**config.mk**
```make
export PLATFORM = sky130hd
export DESIGN_NAME = acc_reg
export DESIGN_NICKNAME = d
export VERILOG_FILES = /design/src/rtl/acc_pkg.sv /design/src/rtl/acc_alu.sv /design/src/rtl/acc_reg.sv
export SDC_FILE = /design/constraint.sdc
export NUM_CORES = 1
export LEC_CHECK = 0
export BUFFER_PORTS_ARGS = -buffer_cell sky130_fd_sc_hd__buf_2
export CAP_MARGIN = 20
export CORE_MARGIN = 4
export CORE_UTILIZATION = 55
export CTS_CLUSTER_SIZE = 25
export DETAILED_ROUTE_END_ITERATION = 7
export PLACE_DENSITY_LB_ADDON = 0.08
export SLEW_MARGIN = 30
export SYNTH_ARGS = -nofsm -noshare
export SYNTH_HDL_FRONTEND = slang
export SYNTH_SLANG_ARGS = --single-unit
```
**constraint.sdc**
```tcl
create_clock -name clk_i -period 3.66 [get_ports clk_i]
set_clock_uncertainty 0.15 [all_clocks]
set_input_delay 0.366 -clock clk_i [delete_from_list [all_inputs] [get_ports clk_i]]
set_output_delay 0.366 -clock clk_i [all_outputs]
set_load 0.01 [all_outputs]
```
**src/rtl/acc_pkg.sv**
```systemverilog
// Shared opcode constants for the AC accumulator and the control unit.
package acc_pkg;

  localparam int OP_W = 3;

  localparam logic [OP_W-1:0] OP_HOLD  = 3'd0;
  localparam logic [OP_W-1:0] OP_LOAD  = 3'd1;
  localparam logic [OP_W-1:0] OP_CLEAR = 3'd2;
  localparam logic [OP_W-1:0] OP_ADD   = 3'd3;
  localparam logic [OP_W-1:0] OP_INC   = 3'd4;
  localparam logic [OP_W-1:0] OP_DEC   = 3'd5;
  localparam logic [OP_W-1:0] OP_SHL   = 3'd6;
  localparam logic [OP_W-1:0] OP_SHR   = 3'd7;

endpackage

```
**src/rtl/acc_alu.sv**
```systemverilog
// Combinational next-state logic for the accumulator: one result and one
// carry/borrow/shift-out bit per opcode.
module acc_alu
  import acc_pkg::*;
#(
  parameter int WIDTH = 8
) (
  input  logic [WIDTH-1:0] q_i,
  input  logic             carry_i,
  input  logic [WIDTH-1:0] d_i,
  input  logic [OP_W-1:0]  op_i,
  output logic [WIDTH-1:0] next_q_o,
  output logic             next_carry_o
);

  logic [WIDTH:0] w_sum;
  logic [WIDTH:0] w_inc;
  logic [WIDTH:0] w_dec;

  // Bit WIDTH of each extended result is the carry-out, or the borrow for DEC.
  assign w_sum = {1'b0, q_i} + {1'b0, d_i};
  assign w_inc = {1'b0, q_i} + {{WIDTH{1'b0}}, 1'b1};
  assign w_dec = {1'b0, q_i} - {{WIDTH{1'b0}}, 1'b1};

  always_comb begin
    next_q_o     = q_i;
    next_carry_o = carry_i;
    case (op_i)
      OP_HOLD: begin
        next_q_o     = q_i;
        next_carry_o = carry_i;
      end
      OP_LOAD: begin
        next_q_o     = d_i;
        next_carry_o = 1'b0;
      end
      OP_CLEAR: begin
        next_q_o     = '0;
        next_carry_o = 1'b0;
      end
      OP_ADD:  {next_carry_o, next_q_o} = w_sum;
      OP_INC:  {next_carry_o, next_q_o} = w_inc;
      OP_DEC:  {next_carry_o, next_q_o} = w_dec;
      OP_SHL: begin
        next_carry_o = q_i[WIDTH-1];
        next_q_o     = {q_i[WIDTH-2:0], 1'b0};
      end
      OP_SHR: begin
        next_carry_o = q_i[0];
        next_q_o     = {1'b0, q_i[WIDTH-1:1]};
      end
      default: begin
        next_q_o     = q_i;
        next_carry_o = carry_i;
      end
    endcase
  end

endmodule

```
**src/rtl/acc_reg.sv**
```systemverilog
// Accumulator register: state flops with reset/enable priority around acc_alu,
// plus zero and negative status taken straight from the stored value.
module acc_reg
  import acc_pkg::*;
#(
  parameter int               WIDTH     = 8,
  parameter logic [WIDTH-1:0] RESET_VAL = '0
) (
  input  logic             clk_i,
  input  logic             rst_i,
  input  logic             en_i,
  input  logic [OP_W-1:0]  op_i,
  input  logic [WIDTH-1:0] d_i,
  output logic [WIDTH-1:0] q_o,
  output logic             carry_o,
  output logic             zero_o,
  output logic             neg_o
);

  logic [WIDTH-1:0] r_q;
  logic             r_carry;
  logic [WIDTH-1:0] w_next_q;
  logic             w_next_carry;

  acc_alu #(
    .WIDTH(WIDTH)
  ) u_alu (
    .q_i         (r_q),
    .carry_i     (r_carry),
    .d_i         (d_i),
    .op_i        (op_i),
    .next_q_o    (w_next_q),
    .next_carry_o(w_next_carry)
  );

  // Reset beats enable; a disabled edge freezes both value and carry.
  always_ff @(posedge clk_i) begin
    if (rst_i) begin
      r_q     <= RESET_VAL;
      r_carry <= 1'b0;
    end else if (en_i) begin
      r_q     <= w_next_q;
      r_carry <= w_next_carry;
    end
  end

  assign q_o     = r_q;
  assign carry_o = r_carry;
  assign zero_o  = (r_q == '0);
  assign neg_o   = r_q[WIDTH-1];

endmodule

```
**Word-level counts from Yosys, hierarchy flattened**

Cells that the tools add are included.
Widths: inputs -> output; s select.

- Bits in latches: 0
- Input bits: 14
- ROM bits: 0
- Memory bits (writable): 0
- Logic and storage cells: 19
- Output and inout port bits: 11
- Memories kept: 0
- Bits in registers: 9

- Shift operators: 0
- Bitwise gates (word level): 1
- Multipliers: 0
- Add/subtract/negate cells: 3
- Mux-type cells: 2
- Equal/unequal tests: 7
- Div/mod/pow operators: 0
- Reduce and logical (&&, ||, !) cells: 4
- $lt $le $gt $ge: 0

Operators by type and width:

| kind | count |
|---|---|
| $pmux 8 s7 | 1 |
| $eq 3x3->1 const B | 4 |
| $add 8x1->9 const B | 1 |
| $add 8x8->9 | 1 |
| $sub 8x1->9 const B | 1 |
| $logic_not 8->1 | 1 |
| $eq 3x2->1 const B | 2 |
| $pmux 1 s6 | 1 |
| $eq 3x1->1 const B | 1 |
| $logic_not 3->1 | 1 |
| $reduce_and 2->1 | 1 |
| $reduce_or 2->1 | 1 |
| $not 1->1 | 1 |

**Depth between registers and ports, before layout**

Gate-level depths: netlist of the first run.

- Depth in word-level cells: 3
- Mapped depth: 8
- Mapped depth without buffers: 8

**By module**

From an unflattened synthesis of the first run, not the netlist that was laid out.

- Cell total of the unflattened synthesis: 207
- Area, all modules: 1495.2 sq um

Modules (own cells, without submodules):

| module | area each (sq um) | instances | sequential area each (sq um) | cells an instance |
|---|---|---|---|---|
| acc_alu | 1156.1 | 1 | 0.0 | 174 |
| acc_reg | 339.1 | 1 | 180.2 | 33 |

**Worst setup path after synthesis of the first run**

No wires, ideal clock.

- Path type: reg2reg
- Start: register r_q[1], in the netlist q_o[1]
- End: register r_q[4], in the netlist q_o[4]
- Setup time: 101 ps
- Arrival time: 1888 ps
- Stages on the path, launching flop included: 8
- Data required time: 3409 ps
- Setup slack: 1521 ps
- Cell sequence: dfxtp_1 -> inv_1 -> fa_1 -> nand2b_1 -> a21oi_1 -> xor2_1 -> a221oi_1 -> o41ai_1

- Cells in the longest elaborated chain, start to end: 2
- Elaborated cells between the ends (all ways): 4
- Classes of those cells: add/sub (3); mux (1)

RTL lines:

| item | RTL line | text |
|---|---|---|
| start: declaration | acc_reg.sv:20 | `logic [WIDTH-1:0] r_q;` |
| start signal: assignment | acc_reg.sv:42 | `r_q <= w_next_q;` |
| $sub 8x1->9, or another cell as far along | acc_alu.sv:23 | `assign w_dec = {1'b0, q_i} - {{WIDTH{1'b0}}, 1'b1};` |
| $pmux 8 s7 (*) | acc_alu.sv:28 | `case (op_i)` |

Mark *: on every way between the ends. The rest lies on a longest branch, timed or not.
A chain may end at the register's enable or synchronous reset.

**Worst setup path in the final report of the first run**

- Start: register r_q[1], in the netlist q_o[1]
- End: output zero_o

- Cells in the longest elaborated chain, start to end: 1

RTL lines:

| item | RTL line | text |
|---|---|---|
| $logic_not 8->1 | acc_reg.sv:49 | `assign zero_o = (r_q == '0);` |
| end: declaration | acc_reg.sv:16 | `output logic zero_o,` |

Every way passes these cells.

==> impl_metrics.sql, run 1 <==
INSERT INTO impl_metrics (metric_group, metric, value, unit) VALUES
('critical_path', 'timing.critical_path.cells', 'inv_1 > ha_1 > nor3b_2 > nor3b_1 > nor3b_1 > buf_2', ''),
('power', 'design_power_total', '0.391', 'mW'),
('yosys', 'ys_ff_latch', '9', ''),
('sta', 'fmax', '383', 'MHz'),
('clock_network', 'post-cts-setup-buffers', '0', ''),
('detailed_routing', 'drt_iter0_markers', '125', ''),
('sta', 'max_slew.worst_pin.slew', '0.799', 'ns'),
('place', 'detailedPlacementHpwl', '2.89', 'mm'),
('detailed_routing', 'residual_drc', '0', ''),
('yosys', 'synth_enable_flop_cells', '0', ''),
('sta', 'timing.final.crit_period', '2.61', 'ns'),
('yosys', 'ys_dominant_reg_cell', 'sky130_fd_sc_hd__dfxtp_1', ''),
('sta', 'layout_worst_path_cycle_share', '71.4', '%'),
('power', 'worst_ir_drop_vdd', '0.185', 'mV'),
('detailed_routing', 'drtAntennaViolNets', '0', ''),
('critical_path', 'critical-path-max-stage-delay', '0.41', 'ns'),
('critical_path', 'crit_path_top_delay_cell', 'sky130_fd_sc_hd__dfxtp_1', ''),
('detailed_routing', 'route.final.wire_length', '3.85', 'mm'),
('grt', 'grt_pass1_vias', '1363', ''),
('grt', 'total_routing_usage_reported_by_global_routing', '24.4', '%'),
('min_path', 'min-delay-path-class', 'in -> reg', ''),
('yosys', 'synth.distinct_cells', '56', ''),
('critical_path', 'critical-path-top-cell-by-count', 'sky130_fd_sc_hd__nor3b_1', ''),
('floorplanning', 'core.rowCount', '18', ''),
('power', 'cellPowerDensity', '264', 'mW/mm^2'),
('power', 'power_leakage', '0.615', 'nW'),
('critical_path', 'path_depth', '6', ''),
('critical_path', 'timing.reg2reg.worst_path_depth', '8', ''),
('floorplanning', 'design.core.area', '0.00250', 'sq mm'),
('detailed_routing', 'wire_per_inst', '16.6', 'um'),
('sta', 'max_slew_margin', '46.4', '%'),
('yosys', 'post_synth_top_area_cell', 'sky130_fd_sc_hd__dfxtp_1', ''),
('sta', 'final-max-slew-violation-count', '0', ''),
('clock_network', 'ctsRootBufferMaster', 'sky130_fd_sc_hd__clkbuf_4', ''),
('critical_path', 'worst-endpoint-required', '3.14', 'ns'),
('grt', 'gr_ovfl_total', '0', ''),
('sta', 'number_of_hold_violations_in_the_final_report', '0', ''),
('floorplanning', 'initial_utilization', '57.8', '%'),
('yosys', 'synthesis.area_per_instance', '7.57', 'sq um'),
('outcome', 'result_of_the_run', 'completed', ''),
('clock_network', 'cts.repair.resized', '0', ''),
('floorplanning', 'floorplan.die_area', '0.00351', 'sq mm'),
('cells_and_area', 'final_layout_size_suffix_gt1_share', '18.3', '%'),
('clock_network', 'htree_levels', '1', ''),
('floorplanning', 'io-pin-count', '25', ''),
('clock_network', 'ctsLongestPathBuffers', '2', ''),
('cells_and_area', 'final_nets', '228', ''),
('critical_path', 'crit_type', 'reg -> out', ''),
('clock_network', 'cts.clk_slew.worst_paths', '0.08', 'ns'),
('clock_network', 'cts_tree', 'yes', ''),
('floorplanning', 'die_h', '59.3', 'um'),
('clock_network', 'tritoncts.num_buffers', '3', ''),
('critical_path', 'path_buf_inv', '2', ''),
('place', 'globalplace.congestion', '0.949', ''),
('cells_and_area', 'antenna_diode_instance_count', '0', ''),
('cells_and_area', 'fill_cells', '232', ''),
('job', 'timing.max_cap.violations', '0', ''),
('critical_path', 'critical_path.endpoint_type', 'output port', ''),
('yosys', 'postSynth.asyncResetShare', '0', '%'),
('yosys', 'synthDominantCellAreaShare', '12.5', '%'),
('clock_network', 'numClockSinks', '9', ''),
('grt', 'grt_antenna_before_repair', '0', ''),
('clock_network', 'post_cts_hold_buffer_count', '0', ''),
('grt', 'maximum_number_of_pins_on_one_net_before_global_route_repair', '23', ''),
('yosys', 'seq_area_frac_synth', '12.5', '%'),
('sta', 'timing.hold.ws', '0.247', 'ns'),
('place', 'buffer_ports.inserted', '24', ''),
('detailed_routing', 'via_count', '1498', ''),
('critical_path', 'start_kind', 'flip-flop', ''),
('yosys', 'syn-instance-count', '191', ''),
('cells_and_area', 'post-route-util', '59.1', '%');
area by class of cell:
| class | count | area, sq um | area share, % |
|---|---|---|---|
| tap | 30 | 37.5 | 2.54 |
| sequential | 9 | 180 | 12.2 |
| timing repair buffer | 24 | 120 | 8.13 |
| inverter | 8 | 30.0 | 2.03 |
| multi-input combinational | 157 | 1080 | 73.3 |
| clock buffer | 4 | 26.3 | 1.78 |
cell usage after synthesis, types with 4 or more instances:
| master | n |
|---|---|
| sky130_fd_sc_hd__a21oi_1 | 13 |
| sky130_fd_sc_hd__clkbuf_8 | 5 |
| sky130_fd_sc_hd__dfxtp_1 | 9 |
| sky130_fd_sc_hd__ha_1 | 10 |
| sky130_fd_sc_hd__inv_1 | 8 |
| sky130_fd_sc_hd__mux2i_1 | 6 |
| sky130_fd_sc_hd__nand2_1 | 20 |
| sky130_fd_sc_hd__nand3_1 | 5 |
| sky130_fd_sc_hd__nor2_1 | 13 |
| sky130_fd_sc_hd__nor3_1 | 5 |
| sky130_fd_sc_hd__o211ai_1 | 6 |
| sky130_fd_sc_hd__o21ai_0 | 15 |
| sky130_fd_sc_hd__o221ai_1 | 4 |
| sky130_fd_sc_hd__xnor2_1 | 4 |
| sky130_fd_sc_hd__xor2_1 | 4 |
cell usage in the layout, fill, tap and decap left out, types with 5 or more instances in the layout:
| cell type | n |
|---|---|
| sky130_fd_sc_hd__dfxtp_1 | 9 |
| sky130_fd_sc_hd__nand3_1 | 5 |
| sky130_fd_sc_hd__mux2i_1 | 6 |
| sky130_fd_sc_hd__a21oi_1 | 13 |
| sky130_fd_sc_hd__buf_2 | 24 |
| sky130_fd_sc_hd__o21ai_0 | 15 |
| sky130_fd_sc_hd__inv_1 | 8 |
| sky130_fd_sc_hd__nand2_1 | 20 |
| sky130_fd_sc_hd__ha_1 | 10 |
| sky130_fd_sc_hd__o211ai_1 | 6 |
| sky130_fd_sc_hd__nor2_1 | 13 |
| sky130_fd_sc_hd__nor3_1 | 5 |
cell families (layout without fill, tap and decap cells):
| group | count (synthesis) | count (layout) | synth area share, % |
|---|---|---|---|
| buf+inv | 25 | 36 | 12.6 |
| compound gates | 68 | 68 | 32.1 |
| fa+ha+maj | 11 | 11 | 10.0 |
| flops | 9 | 9 | 12.5 |
| mux | 7 | 7 | 4.94 |
| xor+xnor | 8 | 8 | 4.85 |
| simple gates | 63 | 63 | 23.0 |
power by group:
part | switching, mW | internal (mW) | total [mW]
Clock | 0.0437 | 0.0424 | 0.0860
Sequential | 0.0220 | 0.105 | 0.127
Combinational | 0.100 | 0.0777 | 0.178
tightest hold or removal path, cell delays in order:
cell and delay [ns]:
sky130_fd_sc_hd__buf_2 0.11, sky130_fd_sc_hd__nor2_1 0.10, sky130_fd_sc_hd__o41ai_1 0.06
per-layer routing:
layer / global-route usage, % / vias to the layer above / routed length [um]
li1: - / 737 / -
met5: 0 / - / 0
met1: 35.1 / 690 / 1710
met3: 4.58 / 8 / 271
met4: 7.12 / 0 / 68
met2: 36.5 / 63 / 1800
stage by stage:
step	setup WS (ns)	cells	area, sq um
floorplan	1.52	191	1450
global placement	1.17	228	1450
detailed placement	1.20	228	1450
CTS	1.03	232	1480
global route	0.869	232	1480
finish	1.05	232	1480
worst paths after layout:
kind / start / endpoint / slack, ns
worst min-delay path: d_i[4] / q_o[4] / 0.25
worst max register to register: q_o[0] / q_o[4] / 1.19
worst min register to register: q_o[1] / q_o[1] / 0.46
worst max-delay path: q_o[1] / zero_o / 1.05
flip-flops by register name (all words and copies together) (netlist names):
register  flops
q_o           8
carry_o       1
Note: power is estimated with default switching activity, not from simulation.
==> run 2, diff against run 1 <==
--- a/config.mk
+++ b/config.mk
@@ -5,6 +5,7 @@
 export SDC_FILE = /design/constraint.sdc
 export NUM_CORES = 1
 export LEC_CHECK = 0
+export ABC_AREA = 1
 export BUFFER_PORTS_ARGS = -buffer_cell sky130_fd_sc_hd__buf_2
 export CAP_MARGIN = 20
 export CORE_MARGIN = 4
==> constraint.sdc (replaced) <==
create_clock -name clk_i -period 2.6 [get_ports clk_i]
set_clock_uncertainty 0.15 [all_clocks]
set_input_delay 0.26 -clock clk_i [delete_from_list [all_inputs] [get_ports clk_i]]
set_output_delay 0.26 -clock clk_i [all_outputs]
set_load 0.01 [all_outputs]
==> impl_metrics.sql, run 2 <==
INSERT INTO impl_metrics (metric_group, metric, value, unit) VALUES
('outcome', 'result_of_the_run', 'completed', ''),
('detailed_routing', 'drt-vias-per-instance', '5.49', ''),
('yosys', 'ys_ff_latch', '9', ''),
('cells_and_area', 'fill_cells', '249', ''),
('yosys', 'post_synth_main_area_contributors', 'sky130_fd_sc_hd__nand2_1 20%, sky130_fd_sc_hd__dfxtp_1 13%, sky130_fd_sc_hd__inv_1 9.9%', ''),
('critical_path', 'worst-path-max-fanout', '9', ''),
('yosys', 'ys_warn_count', '0', ''),
('clock_network', 'cts_tree', 'yes', ''),
('cells_and_area', 'largest_reg_flops', '8', ''),
('power', 'cellPowerDensity', '352', 'mW/mm^2'),
('critical_path', 'start_kind', 'flip-flop', ''),
('cells_and_area', 'layout.cells.most_common', 'sky130_fd_sc_hd__nand2_1', ''),
('sta', 'max_slew.worst_pin.slew', '0.554', 'ns'),
('floorplanning', 'initial_utilization', '59.8', '%'),
('sta', 'timing.final.crit_period', '2.10', 'ns'),
('yosys', 'synthesis.area_per_instance', '5.42', 'sq um'),
('yosys', 'synthTopCellsByCount', '73 x sky130_fd_sc_hd__nand2_1, 36 x sky130_fd_sc_hd__inv_1, 31 x sky130_fd_sc_hd__nor2_1', ''),
('sta', 'number_of_hold_violations_in_the_final_report', '0', ''),
('detailed_routing', 'drt_first_pass_iters', '4', ''),
('clock_network', 'ctsRootBufferMaster', 'sky130_fd_sc_hd__clkbuf_4', ''),
('sta', 'fmax', '475', 'MHz'),
('floorplanning', 'io-pin-count', '25', ''),
('grt', 'grt_pass1_vias', '1449', ''),
('grt', 'grt_pass1_wl', '6.33', 'mm'),
('yosys', 'synth_enable_flop_cells', '0', ''),
('min_path', 'min-delay-path-class', 'in -> reg', ''),
('clock_network', 'cts.clk_slew.worst_paths', '0.07', 'ns'),
('critical_path', 'critical_path.endpoint_type', 'flip-flop', ''),
('cells_and_area', 'final_nets', '301', ''),
('detailed_routing', 'route.final.wire_length', '3.82', 'mm'),
('yosys', 'yosys.cell_count.top_type', 'sky130_fd_sc_hd__nand2_1', ''),
('power', 'clkPwrFrac', '21.4', '%'),
('clock_network', 'post_cts_hold_buffer_count', '0', ''),
('power', 'power.share.sequential', '31.9', '%'),
('grt', 'grt_antenna_before_repair', '0', ''),
('detailed_routing', 'drtAntennaViolNets', '0', ''),
('place', 'detailedPlacementHpwl', '3.00', 'mm'),
('critical_path', 'worst_r2r_setup_slack', '0.50', 'ns'),
('clock_network', 'clock_latency', '0.26', 'ns'),
('yosys', 'postSynth.asyncResetShare', '0', '%'),
('sta', 'layout_worst_path_cycle_share', '80.9', '%'),
('yosys', 'synthDominantCellAreaShare', '20.1', '%'),
('floorplanning', 'die_h', '57.8', 'um'),
('critical_path', 'timing.reg2reg.worst_path_depth', '12', ''),
('sta', 'setup_viol', '0', ''),
('cells_and_area', 'mostFrequentLayoutCells', '73 x sky130_fd_sc_hd__nand2_1, 36 x sky130_fd_sc_hd__inv_1, 31 x sky130_fd_sc_hd__nor2_1', ''),
('clock_network', 'htree_levels', '1', ''),
('critical_path', 'worst-endpoint-required', '2.65', 'ns'),
('power', 'switchingPower', '0.234', 'mW'),
('power', 'power_leakage', '0.846', 'nW'),
('yosys', 'synth.distinct_cells', '28', ''),
('sta', 'timing.hold.ws', '0.125', 'ns'),
('clock_network', 'post-cts-setup-buffers', '0', ''),
('sta', 'rsz0062_at_grt', 'false', ''),
('critical_path', 'cp_data_arrival_time', '2.15', 'ns'),
('critical_path', 'rr_endpoint', 'q_o[6]', ''),
('grt', 'maximum_number_of_pins_on_one_net_before_global_route_repair', '14', ''),
('yosys', 'net_count_after_synthesis', '276', ''),
('floorplanning', 'core.rowCount', '17', ''),
('sta', 'final-max-slew-violation-count', '0', ''),
('yosys', 'seq_area_frac_synth', '13.2', '%'),
('power', 'share_comb_of_total_power', '46.7', '%'),
('detailed_routing', 'wire_per_inst', '12.6', 'um'),
('yosys', 'syn-instance-count', '251', ''),
('power', 'switching_share', '43.9', '%'),
('critical_path', 'crit_path_end', 'q_o[6]', ''),
('floorplanning', 'die_w', '57.8', 'um'),
('critical_path', 'critPathLaunch', 'q_o[0]', ''),
('grt', 'total_routing_usage_reported_by_global_routing', '23.5', '%'),
('detailed_routing', 'drt_iter0_markers', '125', ''),
('cells_and_area', 'layout.cell_area.non_filler', '0.00152', 'sq mm'),
('cells_and_area', 'post-route-util', '66.7', '%'),
('clock_network', 'numClockSinks', '9', ''),
('place', 'buffer_ports.inserted', '24', ''),
('power', 'worst_ir_drop_vdd', '0.324', 'mV'),
('place', 'postPlaceCellArea', '0.00149', 'sq mm'),
('cells_and_area', 'antenna_diode_instance_count', '0', ''),
('floorplanning', 'floorplan.die_area', '0.00334', 'sq mm'),
('sta', 'max_slew_margin', '62.9', '%'),
('clock_network', 'ctsLongestPathBuffers', '2', ''),
('cells_and_area', 'final_layout_size_suffix_gt1_share', '12.7', '%'),
('sta', 'finalSetupTns', '0', 'ns'),
('detailed_routing', 'residual_drc', '0', ''),
('detailed_routing', 'via_count', '1663', ''),
('cells_and_area', 'area_growth_syn_to_layout', '11.5', '%'),
('clock_network', 'tritoncts.num_buffers', '3', ''),
('power', 'p_int', '0.300', 'mW'),
('clock_network', 'cts.repair.resized', '0', ''),
('critical_path', 'crit_type', 'reg -> reg', ''),
('yosys', 'ys_dominant_reg_cell', 'sky130_fd_sc_hd__dfxtp_1', ''),
('grt', 'gr_ovfl_total', '0', ''),
('yosys', 'post_synth_top_area_cell', 'sky130_fd_sc_hd__nand2_1', ''),
('job', 'timing.max_cap.violations', '0', ''),
('yosys', 'synth_area', '0.00136', 'sq mm'),
('critical_path', 'regToRegStartpoint', 'q_o[0]', ''),
('place', 'globalplace.congestion', '0.929', ''),
('floorplanning', 'design.core.area', '0.00228', 'sq mm');
run 2: logic make-up after synthesis:
group | share of synthesized area, %
and+or+nand+nor | 45.7
buffers and inverters | 13.1
AOI/OAI and AO/OA | 17.3
DFF | 13.2
adders and majority gates | 10.7
run 2: worst min path at each step:
stage / from / end / cells past startpoint
finish: d_i[0] / q_o[0] / 3
global route: d_i[0] / q_o[0] / 3
CTS: d_i[0] / q_o[0] / 3
detailed placement: carry_o / carry_o / 2
global placement: carry_o / carry_o / 2
floorplan: d_i[0] / q_o[0] / 2
run 2: cell type report:
type | instances | area (sq um) | share of cell area [%]
inverters | 37 | 139 | 9.15
repair buffers | 26 | 135 | 8.90
clock buffers | 4 | 26.3 | 1.73
multi-input cells | 199 | 1000 | 66.0
flip-flops and latches | 9 | 180 | 11.9
well taps | 28 | 35.0 | 2.31
run 2: stage by stage:
stage / total power [mW] / cells / worst slack, ns
floorplan: 0.349 / 251 / 0.634
global placement: 0.415 / 299 / 0.593
detailed placement: 0.417 / 299 / 0.517
CTS: 0.530 / 303 / 0.494
global route: 0.582 / 303 / 0.262
finish: 0.534 / 303 / 0.497
run 2: routing by layer:
metal | track usage [%] | routed length, um
met3 | 2.23 | 202
met2 | 38.7 | 1770
met4 | 6.29 | 51
met1 | 32.6 | 1800
met5 | 0 | 0
run 2: power by group through the flow:
stage,Combinational (mW),Clock [mW],Sequential [mW]
floorplan,0.180,0,0.168
global placement,0.242,0,0.173
detailed placement,0.244,0,0.174
CTS,0.245,0.115,0.170
global route,0.286,0.122,0.174
finish,0.250,0.114,0.171
run 2: critical path, cell delays in order (launching register included):
cell and delay, ns:
sky130_fd_sc_hd__dfxtp_1 0.48, sky130_fd_sc_hd__ha_1 0.23, sky130_fd_sc_hd__inv_1 0.06, sky130_fd_sc_hd__fa_1 0.35
sky130_fd_sc_hd__inv_1 0.09, sky130_fd_sc_hd__nand3_1 0.07, sky130_fd_sc_hd__nand3_1 0.13, sky130_fd_sc_hd__nand2_1 0.09
sky130_fd_sc_hd__nand3b_1 0.09, sky130_fd_sc_hd__nand3_1 0.07, sky130_fd_sc_hd__nand2_1 0.08, sky130_fd_sc_hd__nand2_1 0.04
sky130_fd_sc_hd__a21oi_1 0.10
==> run 3, diff against run 2 <==
--- a/config.mk
+++ b/config.mk
@@ -9,7 +9,7 @@
 export BUFFER_PORTS_ARGS = -buffer_cell sky130_fd_sc_hd__buf_2
 export CAP_MARGIN = 20
 export CORE_MARGIN = 4
-export CORE_UTILIZATION = 55
+export CORE_UTILIZATION = 50
 export CTS_CLUSTER_SIZE = 25
 export DETAILED_ROUTE_END_ITERATION = 7
 export PLACE_DENSITY_LB_ADDON = 0.08
==> constraint.sdc (replaced) <==
create_clock -name clk_i -period 1.7 [get_ports clk_i]
set_clock_uncertainty 0.15 [all_clocks]
set_input_delay 0.17 -clock clk_i [delete_from_list [all_inputs] [get_ports clk_i]]
set_output_delay 0.17 -clock clk_i [all_outputs]
set_load 0.01 [all_outputs]
==> impl_metrics.sql, run 3 (synthesis results as in run 2) <==
INSERT INTO impl_metrics (metric_group, metric, value, unit) VALUES
('detailed_routing', 'route.final.wire_length', '4.51', 'mm'),
('sta', 'layout_worst_path_cycle_share', '104', '%'),
('sta', 'fmax', '567', 'MHz'),
('cells_and_area', 'post-route-util', '73.7', '%'),
('floorplanning', 'die_h', '60.2', 'um'),
('sta', 'rsz0062_at_grt', 'true', ''),
('cells_and_area', 'mostFrequentLayoutCells', '65 x sky130_fd_sc_hd__nand2_1, 30 x sky130_fd_sc_hd__inv_1, 26 x sky130_fd_sc_hd__nor2_1', ''),
('sta', 'setup_ws', '-0.0649', 'ns'),
('cells_and_area', 'antenna_diode_instance_count', '0', ''),
('outcome', 'result_of_the_run', 'finished with violations', ''),
('cells_and_area', 'layout.cell_area.non_filler', '0.00188', 'sq mm'),
('sta', 'setup_viol', '6', ''),
('grt', 'grt_antenna_before_repair', '0', ''),
('critical_path', 'critical-path-max-stage-delay', '0.38', 'ns'),
('cells_and_area', 'final-instance-count-excl-fill', '325', ''),
('cells_and_area', 'area_growth_syn_to_layout', '37.8', '%'),
('power', 'cellPowerDensity', '516', 'mW/mm^2'),
('clock_network', 'cts.clk_slew.worst_paths', '0.07', 'ns'),
('critical_path', 'cp_data_arrival_time', '1.82', 'ns'),
('clock_network', 'post_cts_hold_buffer_count', '0', ''),
('cells_and_area', 'layout.cells.most_common', 'sky130_fd_sc_hd__nand2_1', ''),
('critical_path', 'timing.reg2reg.worst_path_depth', '12', ''),
('grt', 'grt_pass1_wl', '6.97', 'mm'),
('clock_network', 'clock_latency', '0.27', 'ns'),
('power', 'design_power_total', '0.968', 'mW'),
('cells_and_area', 'fill_cells', '231', ''),
('critical_path', 'worst-endpoint-required', '1.76', 'ns'),
('grt', 'gr_ovfl_total', '0', ''),
('floorplanning', 'core.rowCount', '18', ''),
('min_path', 'hold_depth', '2', ''),
('sta', 'timing.hold.ws', '0.0363', 'ns'),
('detailed_routing', 'drt_iter0_markers', '159', ''),
('cells_and_area', 'final_layout_size_suffix_gt1_share', '33.9', '%'),
('detailed_routing', 'residual_drc', '0', ''),
('clock_network', 'htree_levels', '1', ''),
('critical_path', 'crit_path_top_delay_cell', 'sky130_fd_sc_hd__dfxtp_4', ''),
('critical_path', 'critical_path.endpoint_type', 'flip-flop', ''),
('detailed_routing', 'via_count', '1803', ''),
('outcome', 'violations_in_the_final_reports', 'negative setup slack', ''),
('sta', 'number_of_hold_violations_in_the_final_report', '0', ''),
('place', 'pre_cts_slack', '-0.0543', 'ns'),
('cells_and_area', 'largest_reg_flops', '8', ''),
('place', 'detailedPlacementHpwl', '3.17', 'mm'),
('critical_path', 'worst-path-max-fanout', '5', ''),
('critical_path', 'start_kind', 'flip-flop', ''),
('critical_path', 'crit_type', 'reg -> reg', ''),
('sta', 'final-max-slew-violation-count', '0', ''),
('clock_network', 'numClockSinks', '9', ''),
('detailed_routing', 'drt_first_pass_iters', '4', ''),
('sta', 'timing.final.crit_period', '1.76', 'ns'),
('place', 'dp_cells', '319', ''),
('grt', 'maximum_number_of_pins_on_one_net_before_global_route_repair', '13', ''),
('detailed_routing', 'drt-vias-per-instance', '5.55', ''),
('place', 'globalplace.congestion', '0.910', ''),
('clock_network', 'ctsLongestPathBuffers', '2', ''),
('floorplanning', 'die_w', '60.2', 'um'),
('critical_path', 'timing.critical_path.cells', 'ha_4 > inv_2 > fa_2 > inv_2 > nand3_2 > nand3_2 > nand2_2 > nand3b_1 > nand3_1 > nand2_1 > nand2_1 > a21oi_1', ''),
('place', 'buffer_ports.inserted', '24', ''),
('power', 'power_leakage', '0.972', 'nW'),
('sta', 'max_slew_margin', '76.0', '%'),
('place', 'postPlaceCellArea', '0.00167', 'sq mm'),
('job', 'timing.max_cap.violations', '0', ''),
('floorplanning', 'initial_utilization', '53.5', '%'),
('detailed_routing', 'wire_per_inst', '13.9', 'um'),
('detailed_routing', 'drtAntennaViolNets', '0', ''),
('clock_network', 'tritoncts.num_buffers', '3', ''),
('floorplanning', 'design.core.area', '0.00254', 'sq mm'),
('grt', 'total_routing_usage_reported_by_global_routing', '25.4', '%'),
('clock_network', 'ctsRootBufferMaster', 'sky130_fd_sc_hd__clkbuf_4', ''),
('sta', 'finalSetupTns', '-0.210', 'ns'),
('cells_and_area', 'final_nets', '321', ''),
('power', 'worst_ir_drop_vdd', '0.460', 'mV'),
('min_path', 'min-delay-path-class', 'in -> reg', ''),
('floorplanning', 'floorplan.die_area', '0.00362', 'sq mm'),
('floorplanning', 'io-pin-count', '25', ''),
('sta', 'max_slew.worst_pin.slew', '0.359', 'ns'),
('grt', 'grt_pass1_vias', '1550', ''),
('clock_network', 'cts_tree', 'yes', '');
==> run 3: cell type report <==
type                    count  area [sq um]  area share (%)
multi-input cells         199          1170            62.3
flip-flops and latches      9           195            10.4
clock buffers               4          26.3            1.40
well taps                  30          37.5            2.00
inverters                  37           144            7.67
repair buffers             46           304            16.2
==> run 3: layer usage <==
layer	GRT usage, %	share of wire (%)	vias to the layer above
met3	4.54	7.2	11
met4	8.54	2.1	0
li1	-	-	913
met5	0	0	-
met1	34.7	42	798
met2	39.8	48	81
==> run 3: final timing paths <==
kind,startpoint,end,slack (ns)
worst min-delay path,rst_i,q_o[2],0.04
worst min register to register,carry_o,carry_o,0.32
worst max register to register,q_o[0],q_o[6],-0.06
worst max-delay path,q_o[0],q_o[6],-0.06
==> run 3: repair_timing <==
item	in CTS	in global routing
setup buffers	0	2
pin swaps	6	25
resized for setup	8	42
endpoints found under the setup margin	9	9
==> run 3: power by group <==
group | total, mW | internal (mW) | switching [mW] | leakage (nW)
clock network | 0.183 | 0.0910 | 0.0920 | 0.0150
registers | 0.244 | 0.227 | 0.0176 | 0.0770
logic | 0.541 | 0.229 | 0.311 | 0.880
==> run 3: critical path, delay by kind of cell, from the launching register on <==
family,cells,cell delay (ns)
and+or+nand+nor,7,0.47
adders and majority gates,2,0.46
DFF,1,0.38
AOI/OAI and AO/OA,1,0.13
buffers and inverters,2,0.11
